## src/rtl/hazard_ctrl_pkg.sv

```systemverilog
// Shared definitions for the pipeline hazard controller: forwarding encodings,
// the tracked pipeline-entry layout and the dependency-match helper.
package hazard_ctrl_pkg;

  localparam int unsigned REG_IDX_W = 5;

  localparam logic [1:0] FWD_RF  = 2'b00;
  localparam logic [1:0] FWD_MEM = 2'b01;
  localparam logic [1:0] FWD_WB  = 2'b10;

  localparam logic [REG_IDX_W-1:0] REG_ZERO = '0;

  typedef struct packed {
    logic                 valid;
    logic [REG_IDX_W-1:0] dest;
    logic                 we;
    logic                 is_load;
  } pipe_entry_t;

  // $0 is hardwired, so a producer targeting it never creates a dependency.
  function automatic logic src_hit(input pipe_entry_t e, input logic [REG_IDX_W-1:0] src,
                                   input logic uses);
    return e.valid && e.we && (e.dest != REG_ZERO) && (e.dest == src) && uses;
  endfunction

  // Newest producer wins; a load still in EX cannot supply data next cycle.
  function automatic logic [1:0] fwd_pick(input pipe_entry_t ex_e, input pipe_entry_t mem_e,
                                          input logic [REG_IDX_W-1:0] src, input logic uses);
    if (src_hit(ex_e, src, uses) && !ex_e.is_load) return FWD_MEM;
    if (src_hit(mem_e, src, uses))                 return FWD_WB;
    return FWD_RF;
  endfunction

endpackage

```

## src/rtl/hazard_ctrl_md_busy_ctr.sv

```systemverilog
// Occupancy counter for the multicycle mult/div unit; busy while the HI/LO
// result is still being produced.
module md_busy_ctr #(
  parameter int unsigned MULT_LAT = 4,
  parameter int unsigned DIV_LAT  = 32
) (
  input  logic clk,
  input  logic rst,
  input  logic start,
  input  logic is_div,
  output logic busy
);

  localparam int unsigned MAX_LAT = (MULT_LAT > DIV_LAT) ? MULT_LAT : DIV_LAT;
  localparam int unsigned CNT_W   = $clog2(MAX_LAT + 1);

  logic [CNT_W-1:0] cnt_q, cnt_d;

  always_comb begin
    cnt_d = cnt_q;
    if (start) begin
      cnt_d = is_div ? CNT_W'(DIV_LAT) : CNT_W'(MULT_LAT);
    end else if (cnt_q != '0) begin
      cnt_d = cnt_q - CNT_W'(1);
    end
  end

  always_ff @(posedge clk or posedge rst) begin
    if (rst) cnt_q <= '0;
    else     cnt_q <= cnt_d;
  end

  assign busy = (cnt_q != '0);

endmodule

```

## src/rtl/hazard_ctrl.sv

```systemverilog
// Hazard and sequencing controller for the 5-stage MIPS pipeline: load-use and
// HI/LO stalls, redirect flushes and registered EX forwarding selects.
module hazard_ctrl
  import hazard_ctrl_pkg::*;
#(
  parameter int unsigned REG_W    = REG_IDX_W,
  parameter int unsigned MULT_LAT = 4,
  parameter int unsigned DIV_LAT  = 32
) (
  input  logic             clk,
  input  logic             rst,
  input  logic             id_valid,
  input  logic [REG_W-1:0] id_rs,
  input  logic [REG_W-1:0] id_rt,
  input  logic             id_uses_rs,
  input  logic             id_uses_rt,
  input  logic [REG_W-1:0] id_dest,
  input  logic             id_we,
  input  logic             id_is_load,
  input  logic             id_md_start,
  input  logic             id_md_div,
  input  logic             id_hilo_rd,
  input  logic             ex_redirect,
  output logic             stall_if_id,
  output logic             bubble_ex,
  output logic             flush_if_id,
  output logic [1:0]       fwd_a_sel,
  output logic [1:0]       fwd_b_sel,
  output logic             md_busy
);

  // Only EX and MEM metadata is stored: a producer already in WB is never
  // compared against, since forwarding is chosen as the consumer enters EX.
  pipe_entry_t ex_q, mem_q;

  logic load_use, hilo_stall, advance;

  always_comb begin
    load_use    = id_valid && ex_q.is_load &&
                  (src_hit(ex_q, id_rs, id_uses_rs) || src_hit(ex_q, id_rt, id_uses_rt));
    hilo_stall  = id_valid && (id_hilo_rd || id_md_start) && md_busy;
    stall_if_id = !rst && !ex_redirect && (load_use || hilo_stall);
    bubble_ex   = !rst && (ex_redirect || load_use || hilo_stall);
    flush_if_id = !rst && ex_redirect;
    advance     = id_valid && !stall_if_id && !ex_redirect;
  end

  always_ff @(posedge clk or posedge rst) begin
    if (rst) begin
      ex_q      <= '0;
      mem_q     <= '0;
      fwd_a_sel <= FWD_RF;
      fwd_b_sel <= FWD_RF;
    end else begin
      mem_q <= ex_q;
      if (advance) begin
        ex_q      <= '{valid: 1'b1, dest: id_dest, we: id_we, is_load: id_is_load};
        fwd_a_sel <= fwd_pick(ex_q, mem_q, id_rs, id_uses_rs);
        fwd_b_sel <= fwd_pick(ex_q, mem_q, id_rt, id_uses_rt);
      end else begin
        ex_q      <= '0;
        fwd_a_sel <= FWD_RF;
        fwd_b_sel <= FWD_RF;
      end
    end
  end

  md_busy_ctr #(
    .MULT_LAT (MULT_LAT),
    .DIV_LAT  (DIV_LAT)
  ) u_md_busy_ctr (
    .clk    (clk),
    .rst    (rst),
    .start  (advance && id_md_start),
    .is_div (id_md_div),
    .busy   (md_busy)
  );

endmodule

```

## config.mk

```make
export PLATFORM = sky130hd
export DESIGN_NAME = hazard_ctrl
export DESIGN_NICKNAME = d
export VERILOG_FILES = /design/src/rtl/hazard_ctrl_pkg.sv /design/src/rtl/hazard_ctrl_md_busy_ctr.sv /design/src/rtl/hazard_ctrl.sv
export SDC_FILE = /design/constraint.sdc
export NUM_CORES = 1
export LEC_CHECK = 0
export CORE_MARGIN = 2
export CORE_UTILIZATION = 65
export CTS_BUF_LIST = sky130_fd_sc_hd__clkbuf_4 sky130_fd_sc_hd__clkbuf_8
export DETAILED_ROUTE_END_ITERATION = 8
export DONT_BUFFER_PORTS = 1
export PLACE_DENSITY = 0.81
export SYNTH_ARGS = -nofsm -noshare
export SYNTH_HDL_FRONTEND = slang
export SYNTH_SLANG_ARGS = --single-unit
```

## constraint.sdc

```tcl
create_clock -name clk -period 2.1 [get_ports clk]
set_input_delay 0.21 -clock clk [delete_from_list [all_inputs] [get_ports clk]]
set_output_delay 0.21 -clock clk [all_outputs]
set_load 0.02 [all_outputs]
```

==> results of run 1 <==
[metrics by stage]
step           instances  TNS (ns)
2_1_floorplan        120         0
3_3_place_gp         150         0
3_5_place_dp         150  -0.00341
4_1_cts              159    -0.381
5_1_grt              162    -0.762
6_report             162    -0.314
[logic make-up (layout without fill, tap and decap cells)]
logic type / Yosys count / after routing / synth area share
flip-flops: 25 / 25 / 0.477
XOR/XNOR: 24 / 24 / 0.160
buffers and inverters: 7 / 22 / 0.0276
AND/OR/NAND/NOR: 40 / 40 / 0.181
AO/OA/AOI/OAI: 22 / 22 / 0.135
adder cells (fa/ha/maj): 2 / 2 / 0.0191
[synthesized netlist by cell type, types with 2 or more instances]
library cell / number / area share
sky130_fd_sc_hd__a21oi_1: 3 / 0.011
sky130_fd_sc_hd__buf_2: 2 / 0.0076
sky130_fd_sc_hd__dfrtp_1: 25 / 0.48
sky130_fd_sc_hd__ha_1: 2 / 0.019
sky130_fd_sc_hd__inv_1: 4 / 0.011
sky130_fd_sc_hd__nand2_1: 3 / 0.0086
sky130_fd_sc_hd__nand2b_1: 2 / 0.0095
sky130_fd_sc_hd__nand3_1: 2 / 0.0076
sky130_fd_sc_hd__nor2_1: 4 / 0.011
sky130_fd_sc_hd__nor2b_1: 2 / 0.0095
sky130_fd_sc_hd__nor3_1: 5 / 0.019
sky130_fd_sc_hd__nor3b_1: 8 / 0.046
sky130_fd_sc_hd__nor4_1: 6 / 0.029
sky130_fd_sc_hd__o2111ai_1: 2 / 0.013
sky130_fd_sc_hd__o21a_1: 3 / 0.017
sky130_fd_sc_hd__o21ai_0: 3 / 0.011
sky130_fd_sc_hd__o311a_1: 2 / 0.015
sky130_fd_sc_hd__or4_1: 2 / 0.011
sky130_fd_sc_hd__xnor2_1: 8 / 0.053
sky130_fd_sc_hd__xor2_1: 16 / 0.11
[layout make-up]
class	instances	area share
Clock buffer	3	0.0149
Clock inverter	1	0.00497
Inverter	4	0.00993
Tap cell	27	0.0224
Multi-Input combinational cell	88	0.459
Timing Repair Buffer	14	0.0728
Sequential cell	25	0.416
[state kept, by name, indices dropped and copies added (netlist names)]
signal,count
mem_q,7
ex_q,8
u_md_busy_ctr.cnt_q,6
fwd_b_sel,2
fwd_a_sel,2
[routing by layer]
layer | vias to the layer above | share of wire | wire length (um)
met1 | 485 | 0.44 | 1290
met4 | 0 | 0.033 | 97
li1 | 463 | - | -
met5 | - | 0 | 0
met3 | 18 | 0.077 | 227
met2 | 62 | 0.45 | 1330
[final timing paths]
| kind | to | cells past startpoint | slack [ns] | startpoint |
|---|---|---|---|---|
| hold / removal | ex_q[6] | 1 | 0.02 | id_dest[4] |
| min in group asynchronous | mem_q[1] | 3 | 0.37 | rst |
| setup reg to reg | fwd_b_sel[1] | 6 | 0.04 | ex_q[6] |
| max in group asynchronous | ex_q[6] | 3 | 1.48 | rst |
| hold reg to reg | mem_q[7] | 0 | 0.46 | ex_q[7] |
| setup / recovery | bubble_ex | 5 | -0.16 | ex_q[2] |
[worst max-delay path, stage by stage, from the launching register on]
cell and delay, ns:
sky130_fd_sc_hd__dfrtp_2 0.47, sky130_fd_sc_hd__xor2_1 0.15, sky130_fd_sc_hd__nor4_1 0.32, sky130_fd_sc_hd__nand3_1 0.20, sky130_fd_sc_hd__a211oi_4 0.34, sky130_fd_sc_hd__a211o_1 0.24
[power by group]
| part | internal (mW) | switching, mW | leakage [nW] | total, mW |
|---|---|---|---|---|
| registers | 0.555 | 0.0748 | 0.330 | 0.630 |
| clock network | 0.0728 | 0.146 | 0.0139 | 0.219 |
| logic | 0.223 | 0.207 | 0.307 | 0.429 |
| total | 0.851 | 0.427 | 0.650 | 1.28 |
[timing repair]
action | CTS | global route
pin swaps | 7 | 8
gates resized for setup | 3 | 8
hold buffers | 2 | 0
setup endpoints to repair | 2 | 18
endpoints found under the hold margin | 26 | 0
buffers inserted | 3 | 4
==> results.md, run 1 <==
- Max Slew Vio Count: 0
- Total number of vias: about 1000
- Min setup slack post-route: -0.157 ns
- # DRC: 0
- Via count of the first global-routing pass: around 1000
- Design Power: ~1.3 mW
- Yosys warning count: 0
- Post-CTS clock slew at the launch and capture registers of the worst setup and hold paths: approximately 0.14 ns
- Buffers added on ports: 0
- Maximum achievable frequency: 443 MHz
- GR Util All Layers: 0.249
- Final design instance area without fill: around 0.0015 sq mm
- Failing checks: negative setup slack
- Unrepaired setup endpoints after global routing: true
- Die Ht: just under 50 um
- Time the worst path needs with I/O delays and setup: between 2 and 2.5 ns
- Largest net degree at the start of global routing: 26
- Static leakage power: about 0.65 nW
- Most frequent cells in the layout: 23 x sky130_fd_sc_hd__dfrtp_1, 16 x sky130_fd_sc_hd__xor2_1, 12 x sky130_fd_sc_hd__buf_4
- Die width: ~49 um
- Number of nets produced by synthesis: about 150
- Ant. Diodes: 0
- Final weighted congestion of routability-driven global placement: slightly below 1
- Highest ir drop seen on vdd: 0.774 mV
- Number of buffers added by the clock tree synthesis step: 3
- Worst setup EP type: primary output
- Met3 usage: 0.0491
- Share of post-route cells with drive strength above 1: 0.207
- Number of clock sinks: 25
- Relative area change from synthesis to final layout: 15.2%
- Critical path data required time: between 1.5 and 2 ns
- Library cells used by synthesis: 36
- Outcome: complete, but fails checks
- Detailed-route wire length: around 2.9 mm
- Nature of the critical path startpoint: flop
- Placed wire-length estimate after detailed placement: 2.03 mm
- Critical path type: reg -> out
- ANT nets after route: 0
- Share of the yosys chip area belonging to registers: 0.477
- Combined area of all synthesized cells: 0.00131 sq mm
- Flops & latches, synth: 25
- Fraction of the core area covered by cells at the end of the flow: 0.778
- Max-cap violation count: 0
- Slew at the pin closest to its max-slew limit: between 0.5 and 0.6 ns
- CTS tree: yes
- Wire length per cell after detailed routing: 18.2 um
- Most used DFF post-synth: sky130_fd_sc_hd__dfrtp_1
- Number of rows created at floorplan: 16
- I/O pin count: 34
- Initial antenna violation count: 0
- Latest clock arrival within the worst-skew pair: ~0.32 ns
- Busiest layer in global routing: met2
- Share of flip-flops with an asynchronous set or reset: 1.00
- Cell count after synthesis: 120
- Wire length of the first global-routing pass: about 4.5 mm
- Final number of hold-violating endpoints: 0
- Placement Cell Area: 0.00137 sq mm
- GR Layer Usage met2: 0.379
- Clock tree root driver cell: sky130_fd_sc_hd__clkbuf_4
- Critical path fanouts, max: 4
- Core area: 0.00194 sq mm
- Total area of sequential cells: ~630 sq um
- Final clock skew: roughly 0.0032 ns
- Hold/Removal Path Class: in -> reg
- Synth Area per Inst: 10.9 sq um
- Effective utilization at floorplan: 0.676
- Most common library cell in the layout ignoring fill and taps: sky130_fd_sc_hd__dfrtp_1
- Hold_ws: between 0.02 and 0.025 ns
- Number of nets at the end of the flow: between 150 and 200
- Number of fill cells in the layout: 133
- Power per unit of standard cell area: around 850 mW/mm^2
- Fin crit share: 1.07
- Total grt overflow: 0
- Htree depth: 1
- Number of enable-type register cells in the synthesized netlist: 0
- Number of setup violations in the final report: 2
- Area of the die: about 0.0024 sq mm
- Pre-Repair DR Iteration Count: 4
- Headroom to the max-slew limit: 0.640
- Via density: 6.35
- Post-Place Setup Slack: -0.00341 ns
- DRT iter0 DRCs: 43
- CP Data Arrival Time: around 2 ns
- Multi-input logic area: approximately 690 sq um
- Met1 layer usage reported by global route: 0.352
- Clock buffer depth: 2
(Power assumes the default switching activity.)
==> run 2, diff against run 1 <==
Settings changed: CORE_ASPECT_RATIO set to 1.4.
==> run 2 against run 1 <==
  * Final cell count decreased by 4.9%
  * First-iteration DRC count decreased by 21%
  * Global-route usage decreased by 1.4 points
  * Sequential power decreased by 2%
  * Wire length decreased by 7.2%
  * The run still ends with negative setup slack left
==> results.md, run 2 (same netlist as run 1, synthesis figures left out) <==
- Total number of vias: 962 (-6.4%)
- Die Ht: 57.2 um (+17%)
- Clock buffer depth: 2 (unchanged)
- Critical path origin: ex_q[4]
- Core area: 0.00193 sq mm (-0.84%)
- Power per unit of standard cell area: 861 mW/mm^2 (+1.8%)
- Detailed-route wire length: 2.73 mm (-7.2%)
- Flip-flop count of the largest register after layout: 8 (unchanged)
- Nature of the critical path startpoint: flop
- Effective utilization at floorplan: 0.682 (+0.00571)
- Highest ir drop seen on vdd: 0.723 mV (-6.6%)
- Final number of hold-violating endpoints: 0 (unchanged)
- Registers with the most flip-flops: ex_q x8, mem_q x7, u_md_busy_ctr.cnt_q x6
- Buffers added on ports: 0 (unchanged)
- Wire length of the first global-routing pass: 4.18 mm (-7.8%)
- Share of post-route cells with drive strength above 1: 0.150 (-0.0570)
- GR Util All Layers: 0.235 (-0.0137)
- Startpoint of the worst-slack reg-to-reg timing path: ex_q[4]
- Htree depth: 1 (unchanged)
- Final clock skew: 0.00117 ns (-0.00206 ns)
- Min setup slack post-route: -0.165 ns (-0.00756 ns)
- Number of rows created at floorplan: 19 (+3)
- Clock tree root driver cell: sky130_fd_sc_hd__clkbuf_4
- Outcome: complete, but fails checks
- Critical path fanouts, max: 4 (unchanged)
- CTS tree: yes
- Hold_ws: 0.0268 ns (+0.00659 ns)
- Headroom to the max-slew limit: 0.656 (+0.0165)
- Ant. Diodes: 0 (unchanged)
- Unrepaired setup endpoints after global routing: true
- Relative area change from synthesis to final layout: 11.3%
- DRT iter0 DRCs: 34 (-21%)
- Number of nets at the end of the flow: 162 (-1.2%)
- Max-cap violation count: 0 (unchanged)
- CP Data Arrival Time: 2.05 ns (about the same)
- Slew at the pin closest to its max-slew limit: 0.515 ns (-0.0247 ns)
- Design Power: 1.26 mW (-1.6%)
- Hold/Removal Path Class: in -> reg
- Latest clock arrival within the worst-skew pair: 0.31 ns (about the same)
- Critical path data required time: 1.89 ns (about the same)
- Critical path type: reg -> out
- # DRC: 0 (unchanged)
- Total grt overflow: 0 (unchanged)
- Largest net degree at the start of global routing: 26 (unchanged)
- Initial antenna violation count: 0 (unchanged)
- Worst setup EP type: primary output
- Via density: 6.25 (-1.6%)
- Wire length per cell after detailed routing: 17.7 um (-2.4%)
- Most frequent cells in the layout: 25 x sky130_fd_sc_hd__dfrtp_1, 16 x sky130_fd_sc_hd__xor2_1, 9 x sky130_fd_sc_hd__buf_4
- ANT nets after route: 0 (unchanged)
- Maximum achievable frequency: 442 MHz (-0.33%)
- Number of setup violations in the final report: 2 (unchanged)
- Post-Place Setup Slack: 0.0584 ns (+0.0618 ns)
- Final weighted congestion of routability-driven global placement: 0.966 (-2.2%)
- Static leakage power: 0.651 nW (about the same)
- Die width: 42.0 um (-14%)
- Total Neg Setup Slack: -0.325 ns (-0.0115 ns)
- Area of the die: 0.00240 sq mm (+0.21%)
- Post-CTS clock slew at the launch and capture registers of the worst setup and hold paths: 0.13 ns (about the same)
- Max Slew Vio Count: 0 (unchanged)
- Via count of the first global-routing pass: 941 (-7.6%)
- Most common library cell in the layout ignoring fill and taps: sky130_fd_sc_hd__dfrtp_1
- Number of buffers added by the clock tree synthesis step: 3 (unchanged)
- HP Start: id_uses_rt
- Fin crit share: 1.08 (+0.00360)
- Number of clock sinks: 25 (unchanged)
- Placed wire-length estimate after detailed placement: 2.01 mm (-0.88%)
- Largest register by flop count: ex_q
- Pre-Repair DR Iteration Count: 4 (unchanged)
- Time the worst path needs with I/O delays and setup: 2.26 ns (+0.00757 ns)
- Failing checks: negative setup slack
- I/O pin count: 34 (unchanged)
-- run 2: critical path: stages (launching register included) --
cell,delay [ns]
sky130_fd_sc_hd__dfrtp_1,0.45
sky130_fd_sc_hd__xor2_1,0.18
sky130_fd_sc_hd__nor4_1,0.30
sky130_fd_sc_hd__nand3_1,0.21
sky130_fd_sc_hd__a211oi_4,0.36
sky130_fd_sc_hd__o21a_2,0.25
-- run 2: stage by stage --
stage	util	cells	cell area [sq um]
2_1_floorplan	-	120	1310
3_3_place_gp	0.704	143	1360
3_5_place_dp	0.704	143	1360
4_1_cts	0.737	151	1420
5_1_grt	0.759	154	1460
6_report	0.759	154	1460
-- run 2: layout make-up --
cell class              instances  area [sq um]
clock buffers                   3          22.5
fillers                       125           464
flip-flops and latches         25           626
repair buffers                 12          97.6
well taps                      21          26.3
inverters                       4          15.0
multi-input cells              88           669
clock inverters                 1          5.00
-- run 2: power by group --
part | internal, mW | total [mW] | switching [mW]
clock | 0.0711 | 0.209 | 0.137
combinational | 0.229 | 0.431 | 0.202
sequential | 0.555 | 0.619 | 0.0640
total | 0.854 | 1.26 | 0.404
-- run 2: repair_timing --
action | CTS | global route
hold buffers | 2 | 1
pin swaps | 7 | 5
setup buffers | 2 | 2
gates resized for setup | 1 | 3
gates cloned | 0 | 0
endpoints found under the hold margin | 26 | 1
endpoints found under the setup margin | 2 | 14
-- run 2: path summary, 6_finish.rpt --
path / end / cells after the start / slack, ns
worst max-delay path: stall_if_id / 5 / -0.16
worst min-delay path: fwd_b_sel[1] / 2 / 0.03
worst max register to register: u_md_busy_ctr.cnt_q[0] / 7 / 0.02
worst min register to register: mem_q[1] / 0 / 0.41
max in group asynchronous: ex_q[2] / 3 / 1.45
min in group asynchronous: u_md_busy_ctr.cnt_q[2] / 3 / 0.42
-- run 2: layer usage --
metal / vias up / part of all wire / GRT usage
li1: 456 / - / -
met3: 8 / 0.040 / 0.0380
met4: 0 / 0.033 / 0.138
met5: - / 0 / 0
met2: 31 / 0.53 / 0.391
met1: 467 / 0.40 / 0.287
==> run 3, diff against run 2 <==
Settings changed: CELL_PAD_IN_SITES_DETAIL_PLACEMENT set to 0, CELL_PAD_IN_SITES_GLOBAL_PLACEMENT set to 2, CORE_ASPECT_RATIO 1.4 to unset, CORE_UTILIZATION 65 to 40, PLACE_DENSITY 0.81 to unset, PLACE_DENSITY_LB_ADDON set to 0.1.
==> run 3 against run 2 <==
  * The flow still finishes with violations (negative setup slack)
  * Global-route usage down 6.8 points
  * Worst hold slack worse by 0.017 ns
  * Die area up 56%
  * Largest power group unchanged
  * Flip-flop and latch count unchanged
  * Non-clock buffer count up 4
  * Wire length up 1.4%
  * Combinational power about the same
  * Highest routed layer unchanged
==> results.md, run 3 (same netlist as run 1, synthesis figures left out) <==
- CTS tree: yes
- Placed wire-length estimate after detailed placement: 2.08 mm (+3.4%)
- Largest register by flop count: ex_q
- # DRC: 0 (unchanged)
- Effective utilization at floorplan: 0.426 (-0.255)
- Fin crit share: 1.08 (about the same)
- I/O pin count: 34 (unchanged)
- Die width: 61.3 um (+46%)
- Initial antenna violation count: 0 (unchanged)
- Relative area change from synthesis to final layout: 16.9%
- Final clock skew: 0.00219 ns (+0.00102 ns)
- Worst path depth: 5 (unchanged)
- Highest cell delay on the worst timing path: 0.47 ns (+0.02 ns)
- Via density: 5.14 (-18%)
- Critical path data required time: 1.89 ns (about the same)
- Time the worst path needs with I/O delays and setup: 2.26 ns (-0.000540 ns)
- Core area: 0.00308 sq mm (+60%)
- Most frequent cells in the layout: 23 x sky130_fd_sc_hd__dfrtp_1, 16 x sky130_fd_sc_hd__xor2_1, 9 x sky130_fd_sc_hd__buf_4
- Cell type of the slowest stage on the worst timing path: sky130_fd_sc_hd__dfrtp_2
- Wire length of the first global-routing pass: 4.53 mm (+8.3%)
- Power per unit of standard cell area: 831 mW/mm^2 (-3.5%)
- Post-CTS clock slew at the launch and capture registers of the worst setup and hold paths: 0.14 ns (about the same)
- Hold/Removal Path Class: in -> reg
- Cell depth of the worst hold path: 2 (unchanged)
- Flip-flop count of the largest register after layout: 8 (unchanged)
- Slew at the pin closest to its max-slew limit: 0.536 ns (+0.0211 ns)
- Cell family contributing the most delay on the critical path: compound AO/OA/AOI/OAI gates
- Total grt overflow: 0 (unchanged)
- Total area of sequential cells: 628 sq um (+0.40%)
- Min setup slack post-route: -0.164 ns (+0.000540 ns)
- CP Data Arrival Time: 2.05 ns (about the same)
- Highest ir drop seen on vdd: 0.448 mV (-38%)
- Unrepaired setup endpoints after global routing: true
- Registers with the most flip-flops: ex_q x8, mem_q x7, u_md_busy_ctr.cnt_q x6
- ANT nets after route: 0 (unchanged)
- WP buf/inv: 0 (unchanged)
- Number of nets at the end of the flow: 166 (+2.5%)
- Critical path type: reg -> out
- Pre-Repair DR Iteration Count: 4 (unchanged)
- Largest net degree at the start of global routing: 26 (unchanged)
- Area of the die: 0.00376 sq mm (+56%)
- Slack of the worst reg-to-reg path: 0.12 ns (+0.10 ns)
- Hold_ws: 0.00997 ns (-0.0169 ns)
- Number of buffers added by the clock tree synthesis step: 3 (unchanged)
- Via count of the first global-routing pass: 966 (+2.7%)
- Outcome: complete, but fails checks
- Die Ht: 61.3 um (+7.2%)
- Maximum achievable frequency: 442 MHz (about the same)
- Share of post-route cells with drive strength above 1: 0.161 (+0.0102)
- Fraction of the core area covered by cells at the end of the flow: 0.498 (-0.261)
- Detailed-route wire length: 2.77 mm (+1.4%)
- Max-cap violation count: 0 (unchanged)
- Ant. Diodes: 0 (unchanged)
- Clock buffer depth: 2 (unchanged)
- Clock tree root driver cell: sky130_fd_sc_hd__clkbuf_4
- Most common library cell in the layout ignoring fill and taps: sky130_fd_sc_hd__dfrtp_1
- Wire length per cell after detailed routing: 15.3 um (-14%)
- Static leakage power: 0.664 nW (+2.0%)
- Post-Place Setup Slack: 0.111 ns (+0.0529 ns)
- Number of rows created at floorplan: 20 (+1)
- Number of clock sinks: 25 (unchanged)
- Nature of the critical path startpoint: flop
- Max Slew Vio Count: 0 (unchanged)
- DRT iter0 DRCs: 58 (+71%)
- GR Util All Layers: 0.167 (-0.0681)
- Headroom to the max-slew limit: 0.642 (-0.0141)
- Total number of vias: 930 (-3.3%)
- Multi-input logic area: 668 sq um (-0.19%)
- Latest clock arrival within the worst-skew pair: 0.32 ns (about the same)
- Worst setup EP type: primary output
- Design Power: 1.27 mW (+1.3%)
- Critical path fanouts, max: 4 (unchanged)
- Cell breakdown of the critical path: xor2_1, nor4_1, nand3_1, a211oi_4, o21a_2
- Htree depth: 1 (unchanged)
- Final number of hold-violating endpoints: 0 (unchanged)
- Number of fill cells in the layout: 309 (+150%)
- Number of setup violations in the final report: 2 (unchanged)
- Buffers added on ports: 0 (unchanged)
- Final weighted congestion of routability-driven global placement: 0.782 (-19%)
- Failing checks: negative setup slack
- Cells on worst reg2reg path: 7 (unchanged)
- Total Neg Setup Slack: -0.324 ns (+0.00129 ns)
run 3: cell types whose count changed in the layout (fill, tap and decap cells not counted):
| cell | delta |
|---|---|
| sky130_fd_sc_hd__dfrtp_1 | -2 |
| sky130_fd_sc_hd__dlygate4sd3_1 | +4 |
| sky130_fd_sc_hd__nor3b_1 | -1 |
| sky130_fd_sc_hd__dfrtp_2 | +2 |
| sky130_fd_sc_hd__nor4_1 | +1 |
| sky130_fd_sc_hd__nor3b_2 | +1 |
| sky130_fd_sc_hd__nor4_2 | -1 |
| sky130_fd_sc_hd__clkinv_2 | -1 |
| sky130_fd_sc_hd__clkinvlp_4 | +1 |
run 3: path summary, 6_finish.rpt:
path	start	endpoint
min in group asynchronous	rst	u_md_busy_ctr.cnt_q[1]
hold reg to reg	ex_q[7]	mem_q[7]
setup reg to reg	ex_q[2]	ex_q[0]
setup / recovery	ex_q[2]	stall_if_id
max in group asynchronous	rst	ex_q[2]
hold / removal	id_uses_rs	fwd_a_sel[1]
run 3: per-layer routing:
| layer | wire length (um) | global-route usage | vias to the layer above |
|---|---|---|---|
| li1 | - | - | 462 |
| met1 | 1420 | 0.259 | 438 |
| met2 | 1120 | 0.226 | 28 |
| met3 | 203 | 0.0441 | 2 |
| met4 | 21 | 0.0466 | 0 |
| met5 | 0 | 0 | - |
run 3: timing repair:
| item | CTS | global route |
|---|---|---|
| resized for setup | 3 | 3 |
| hold buffers | 2 | 5 |
| pin swaps | 6 | 9 |
| hold endpoints to repair | 27 | 5 |
| buffers inserted | 1 | 3 |
| setup endpoints to repair | 2 | 16 |
run 3: final cells by class:
class                      count  area share
sequential                    25       0.409
inverter                       4     0.00979
timing repair buffer          16      0.0897
clock buffer                   3      0.0147
multi-input combinational     88       0.436
clock inverter                 1     0.00489
tap                           44      0.0359
run 3: power by group:
group          internal [mW]  leakage, nW  total [mW]  switching [mW]
clock                 0.0727       0.0139       0.221           0.149
combinational          0.228        0.321       0.432           0.203
sequential             0.555        0.330       0.621          0.0665
run 3: metrics by stage:
step                      area (sq um)  cells
after floorplan                   1310    120
after detailed placement          1390    167
after CTS                         1460    174
after global placement            1390    167
after global routing              1530    181
final                             1530    181
